--- src/rtl/pe_result_drain.sv ---
// Result collector for the PE/MAC array: captures batches of N signed totals into a
// two-bank ping-pong buffer and serializes them onto a row/column-tagged valid/ready stream.
module pe_result_drain #(
  parameter int N           = 8,
  parameter int ROWS        = 8,
  parameter int ACCUM_WIDTH = 32,
  localparam int RW = (ROWS > 1) ? $clog2(ROWS) : 1,
  localparam int CW = (N > 1) ? $clog2(N) : 1
) (
  input  logic                   clk,
  input  logic                   rst_n,
  input  logic                   flush,
  input  logic                   cap,
  input  logic [ACCUM_WIDTH-1:0] totals [0:N-1],
  input  logic [N-1:0]           errs,
  output logic                   cap_rdy,
  output logic                   out_valid,
  input  logic                   out_ready,
  output logic [ACCUM_WIDTH-1:0] out_data,
  output logic [RW-1:0]          out_row,
  output logic [CW-1:0]          out_col,
  output logic                   out_last,
  output logic                   out_err,
  output logic                   ovf
);

  localparam logic [CW-1:0] COL_LAST = CW'(N - 1);
  localparam logic [RW-1:0] ROW_LAST = RW'(ROWS - 1);

  typedef enum logic [0:0] {IDLE = 1'b0, DRAIN = 1'b1} state_t;

  state_t                 state_r;
  logic [ACCUM_WIDTH-1:0] bank_r [2][N];
  logic [N-1:0]           err_r [2];
  logic [RW-1:0]          tag_r [2];
  logic [1:0]             full_r;
  logic                   wp_r;
  logic                   rp_r;
  logic [CW-1:0]          col_r;
  logic [RW-1:0]          wr_row_r;
  logic                   ovf_r;
  logic [ACCUM_WIDTH-1:0] out_data_r;
  logic [RW-1:0]          out_row_r;
  logic                   out_last_r;
  logic                   out_err_r;

  logic                   cap_ok_s;
  logic                   drop_s;
  logic                   xfer_s;
  logic                   release_s;
  logic [1:0]             full_set_s;
  logic [1:0]             full_clr_s;
  logic                   ld_s;
  logic                   ld_bank_s;
  logic [CW-1:0]          ld_col_s;

  assign cap_rdy   = ~full_r[wp_r];
  assign out_valid = (state_r == DRAIN);
  assign out_data  = out_data_r;
  assign out_row   = out_row_r;
  assign out_col   = col_r;
  assign out_last  = out_last_r;
  assign out_err   = out_err_r;
  assign ovf       = ovf_r;

  // Capture/drop decode and the element to present next (ld_*), all from registered state.
  always_comb begin
    cap_ok_s   = ~flush & cap & ~full_r[wp_r];
    drop_s     = ~flush & cap & full_r[wp_r];
    xfer_s     = (state_r == DRAIN) & out_ready;
    release_s  = xfer_s & (col_r == COL_LAST);
    full_set_s = 2'b00;
    full_clr_s = 2'b00;
    if (cap_ok_s) begin
      full_set_s = wp_r ? 2'b10 : 2'b01;
    end else begin
      full_set_s = 2'b00;
    end
    if (release_s) begin
      full_clr_s = rp_r ? 2'b10 : 2'b01;
    end else begin
      full_clr_s = 2'b00;
    end
    ld_s      = 1'b0;
    ld_bank_s = rp_r;
    ld_col_s  = {CW{1'b0}};
    case (state_r)
      IDLE: ld_s = full_r[rp_r];
      DRAIN: begin
        // The other bank is judged on its pre-edge flag, so a same-edge capture waits a cycle.
        if (release_s) begin
          ld_s      = full_r[~rp_r];
          ld_bank_s = ~rp_r;
        end else if (xfer_s) begin
          ld_s     = 1'b1;
          ld_col_s = col_r + CW'(1'b1);
        end else begin
          ld_s = 1'b0;
        end
      end
      default: ld_s = 1'b0;
    endcase
  end

  // Capture side: write pointer, row tagging and sticky drop flag.
  always_ff @(posedge clk or negedge rst_n) begin
    if (!rst_n) begin
      wp_r     <= 1'b0;
      wr_row_r <= {RW{1'b0}};
      ovf_r    <= 1'b0;
      tag_r[0] <= {RW{1'b0}};
      tag_r[1] <= {RW{1'b0}};
    end else if (flush) begin
      wp_r     <= 1'b0;
      wr_row_r <= {RW{1'b0}};
      ovf_r    <= 1'b0;
    end else begin
      if (cap_ok_s) begin
        wp_r        <= ~wp_r;
        tag_r[wp_r] <= wr_row_r;
        wr_row_r    <= (wr_row_r == ROW_LAST) ? {RW{1'b0}} : wr_row_r + RW'(1'b1);
      end
      if (drop_s) begin
        ovf_r <= 1'b1;
      end
    end
  end

  // Bank payload storage.
  always_ff @(posedge clk or negedge rst_n) begin
    if (!rst_n) begin
      for (int b = 0; b < 2; b++) begin
        err_r[b] <= {N{1'b0}};
        for (int i = 0; i < N; i++) begin
          bank_r[b][i] <= {ACCUM_WIDTH{1'b0}};
        end
      end
    end else if (cap_ok_s) begin
      err_r[wp_r] <= errs;
      for (int i = 0; i < N; i++) begin
        bank_r[wp_r][i] <= totals[i];
      end
    end
  end

  // Bank occupancy; set and clear never target the same bank in one cycle.
  always_ff @(posedge clk or negedge rst_n) begin
    if (!rst_n) begin
      full_r <= 2'b00;
    end else if (flush) begin
      full_r <= 2'b00;
    end else begin
      full_r <= (full_r | full_set_s) & ~full_clr_s;
    end
  end

  // Drain FSM with registered stream outputs.
  always_ff @(posedge clk or negedge rst_n) begin
    if (!rst_n) begin
      state_r    <= IDLE;
      rp_r       <= 1'b0;
      col_r      <= {CW{1'b0}};
      out_data_r <= {ACCUM_WIDTH{1'b0}};
      out_row_r  <= {RW{1'b0}};
      out_last_r <= 1'b0;
      out_err_r  <= 1'b0;
    end else if (flush) begin
      state_r    <= IDLE;
      rp_r       <= 1'b0;
      col_r      <= {CW{1'b0}};
      out_data_r <= {ACCUM_WIDTH{1'b0}};
      out_row_r  <= {RW{1'b0}};
      out_last_r <= 1'b0;
      out_err_r  <= 1'b0;
    end else begin
      case (state_r)
        IDLE: begin
          if (ld_s) begin
            state_r <= DRAIN;
            col_r   <= ld_col_s;
          end else begin
            state_r <= IDLE;
          end
        end
        DRAIN: begin
          if (release_s) begin
            rp_r    <= ~rp_r;
            col_r   <= ld_col_s;
            state_r <= ld_s ? DRAIN : IDLE;
          end else if (xfer_s) begin
            col_r <= ld_col_s;
          end else begin
            col_r <= col_r;
          end
        end
        default: state_r <= IDLE;
      endcase
      if (ld_s) begin
        out_data_r <= bank_r[ld_bank_s][ld_col_s];
        out_err_r  <= err_r[ld_bank_s][ld_col_s];
        out_row_r  <= tag_r[ld_bank_s];
        out_last_r <= (tag_r[ld_bank_s] == ROW_LAST) && (ld_col_s == COL_LAST);
      end else if (release_s) begin
        out_data_r <= {ACCUM_WIDTH{1'b0}};
        out_err_r  <= 1'b0;
        out_row_r  <= {RW{1'b0}};
        out_last_r <= 1'b0;
      end
    end
  end

endmodule

--- config.mk ---
export PLATFORM = sky130hd
export DESIGN_NAME = pe_result_drain
export DESIGN_NICKNAME = d
export VERILOG_FILES = /design/src/rtl/pe_result_drain.sv
export SDC_FILE = /design/constraint.sdc
export NUM_CORES = 1
export LEC_CHECK = 0
export BUFFER_PORTS_ARGS = -buffer_cell sky130_fd_sc_hd__buf_4
export CORE_MARGIN = 2
export CORE_UTILIZATION = 35
export CTS_CLUSTER_SIZE = 16
export DETAILED_ROUTE_END_ITERATION = 10
export GPL_ROUTABILITY_DRIVEN = 0
export MAX_ROUTING_LAYER = met4
export PLACE_DENSITY_LB_ADDON = 0.1
export SETUP_SLACK_MARGIN = 0.5
export SYNTH_ARGS = -nofsm -noshare
export SYNTH_HDL_FRONTEND = slang
export SYNTH_SLANG_ARGS = --single-unit
--- constraint.sdc ---
create_clock -name clk -period 3.2 [get_ports clk]
set_input_delay 0.96 -clock clk [delete_from_list [all_inputs] [get_ports clk]]
set_output_delay 0.96 -clock clk [all_outputs]
set_load 0.01 [all_outputs]
==> impl_metrics.py <==
metrics = {
    "outcome": {
        "status": "finished, final reports clean",
    },
    "clock_network": {
        "cts_buffers": 69,
        "cts_root_buf": "clkbuf_16",
        "tritoncts": "done",
        "cts_num_sinks": 583,
        "clock_latency_ps": 600,
        "h-tree-depth": 3,
        "postCtsHoldBufs": 0,
        "clk_pin_slew_ps": 60,
        "clk_path_buf_depth": 3,
    },
    "synthesis": {
        "ys.flop_type": "dfrtp_1",
        "synth_edf_count": 0,
        "post_synth.cell_area_avg_um2": 14.6,
        "synth_top_area_share": 0.543,
        "syn_nets": 2114,
        "ys_ff_latch": 583,
        "postSynthCellCount": 1839,
        "yosys-top-cells-count": "dfrtp_1 (583), mux2_2 (534), a21oi_1 (106)",
        "synth_top_cell_by_area": "dfrtp_1",
        "ys_seq_area_frac": 0.543,
        "async_flop_share": 1.00,
        "ys_warn_count": 0,
        "synth.distinct_cells": 42,
        "yosysMostFrequentCell": "dfrtp_1",
        "synth_area_um2": 26800,
        "synthTopCellsByArea": "dfrtp_1 (54%), mux2_2 (22%), mux4_2 (5.5%), mux2i_1 (2.6%), a21oi_1 (2.0%)",
    },
    "sta": {
        "tightest_slew_ps": 927,
        "finClkSkew_ps": 19.4,
        "final-hold-violation-count": 0,
        "slew-limit-headroom": 0.382,
        "fin_tns_setup_ps": 0,
        "setup-violations-final": 0,
        "drv_slew": 0,
        "min_period_ps": 2970,
        "rsz0062_at_grt": "true",
        "finalWorstSetupSlack_ps": 226,
        "min_period_over_period": 0.929,
        "clock.fmax_mhz": 336,
    },
    "worst_setup_path": {
        "slowest_stage": "mux4_2",
        "worstSetupEndpointType": "flop",
        "path_cells": "ha_2, ha_4, and3_4, ha_4, and2_4, nor2_8, buf_12, buf_12, mux4_2, a2111oi_4, a211oi_2",
        "path_class": "flop to flop",
        "arrival_ps": 3440,
        "crit_path_start_kind": "flop",
        "slowest_delay_ps": 510,
        "crit_fanout": 5,
        "cp.required_ps": 3660,
    },
    "floorplan": {
        "die_w_um": 281,
        "die_h_um": 281,
        "start_util": 0.354,
        "ios": 312,
        "core_area_um2": 75900,
        "fp-row-count": 101,
        "dieArea_um2": 78900,
    },
    "global_routing": {
        "grt_pass1_vias": 18700,
        "grt_use_total": 0.217,
        "grt_max_degree": 74,
        "antenna_found_initial": 8,
        "grt_overflow": 0,
        "grt_first_pass_wirelength_mm": 124,
    },
    "finish": {
        "fill_cells": 6756,
        "num-nets-final": 2490,
        "drive_gt1_frac": 0.554,
        "area_growth_pct": 27.0,
        "multiInputGateArea_um2": 11900,
        "seq_area_um2": 14600,
        "fin_cells": 3300,
    },
    "route": {
        "drt_wl_total_mm": 82.3,
        "drt_iter0_drc": 1052,
        "dr.pass1.iters": 5,
        "antenna_left": 0,
        "drc": 0,
        "vias": 17500,
        "wire_per_inst_um": 24.9,
        "viasPerCell": 5.31,
    },
    "pwr": {
        "ir_worst_vdd_v": 0.000363,
        "power_leakage_nw": 14.0,
        "p_per_area_nw_per_um2": 754,
    },
    "placement": {
        "placed_cells": 3159,
        "hpwlAfterDp_mm": 56.1,
        "port_buffers": 311,
        "place_ws_ps": -208,
    },
    "flow_run": {
        "drv_cap": 0,
    },
    "worst_hold_path": {
        "worst_hold_path_type": "input port to asynchronous set/reset pin",
    },
}
power breakdown:
part	internal, mW	leakage [nW]	switching (mW)
Sequential	9.90	7.03	1.30
Combinational	3.97	5.90	2.89
Clock	4.55	1.07	3.11
routing by layer:
| layer | track usage | vias to the layer above | part of all wire |
|---|---|---|---|
| met5 | - | - | 0 |
| met4 | 0.0664 | 0 | 0.020 |
| met3 | 0.0327 | 102 | 0.045 |
| met2 | 0.317 | 416 | 0.46 |
| met1 | 0.311 | 9288 | 0.48 |
| li1 | - | 7701 | - |
worst paths after layout:
check / from / to / slack (ps) / cells past startpoint
worst max register to register: out_col[0] / out_data[29] / 230 / 11
worst min-delay path: rst_n / bank_r[117] / 270 / 1
worst max-delay path: out_col[0] / out_data[29] / 230 / 11
worst min register to register: bank_r[432] / bank_r[432] / 500 / 1
max in group asynchronous: rst_n / bank_r[451] / 1900 / 3
min in group clk: bank_r[432] / bank_r[432] / 500 / 1
placed cells by master, fill, tap and decap left out, types with 32 or more instances in the layout:
cell type  Yosys  final
mux2i_1       71     70
a211oi_2      32     32
clkbuf_16      0     71
buf_12         3     44
a21oi_1      106    105
dfrtp_1      583    583
a2111oi_4      8     33
mux2_2       534    534
buf_4          0    401
nand3_1       70     70
mux4_2        65     65
o21ai_0       68     68
what timing repair did:
item / CTS / global route
gates cloned: 4 / 0
resized for setup: 13 / 9
pin swaps: 2 / 3
buffers inserted: 6 / 5
setup endpoints to repair: 33 / 34
logic make-up after synthesis:
group,Yosys count,synth area share
multiplexers,671,0.306
flip-flops,583,0.543
AO/OA/AOI/OAI,316,0.0958
buffers and inverters,158,0.0312
AND/OR/NAND/NOR,105,0.0209
adder cells (fa/ha/maj),6,0.00280
worst max-delay path, delay by kind of cell, from the launching register on:
| family | cells | cell delay (ps) |
|---|---|---|
| compound gates | 2 | 560 |
| fa+ha+maj | 3 | 610 |
| buf+inv | 2 | 270 |
| flops | 1 | 380 |
| mux | 1 | 510 |
| simple gates | 3 | 500 |
cell type report:
cell class / count / area share
repair buffers: 456 / 0.121
clock inverters: 9 / 0.00261
inverters: 7 / 0.000771
multi-input cells: 1098 / 0.348
flip-flops and latches: 583 / 0.428
diodes: 8 / 0.000587
clock buffers: 109 / 0.0613
well taps: 1030 / 0.0378
through the flow:
stage | power, mW | util | hold slack [ps] | instance area (um^2)
floorplan | 15.7 | - | 472 | 27200
global placement | 17.8 | 0.416 | 482 | 31600
detailed placement | 18.0 | 0.416 | 487 | 31600
CTS | 26.0 | 0.448 | 260 | 34000
global route | 27.1 | 0.449 | 287 | 34100
finish | 25.7 | 0.449 | 266 | 34100
sequential cells by signal, summed over array words and instances, names as in the netlist:
register	cells
err_r	16
out_err	1
rp_r	1
wr_row_r	3
out_row	3
out_col	3
out_valid	1
bank_r	512
out_last	1
tag_r	6
ovf	1
full_r	2
wp_r	1
out_data	32
Power figures use the tool's default switching activity.
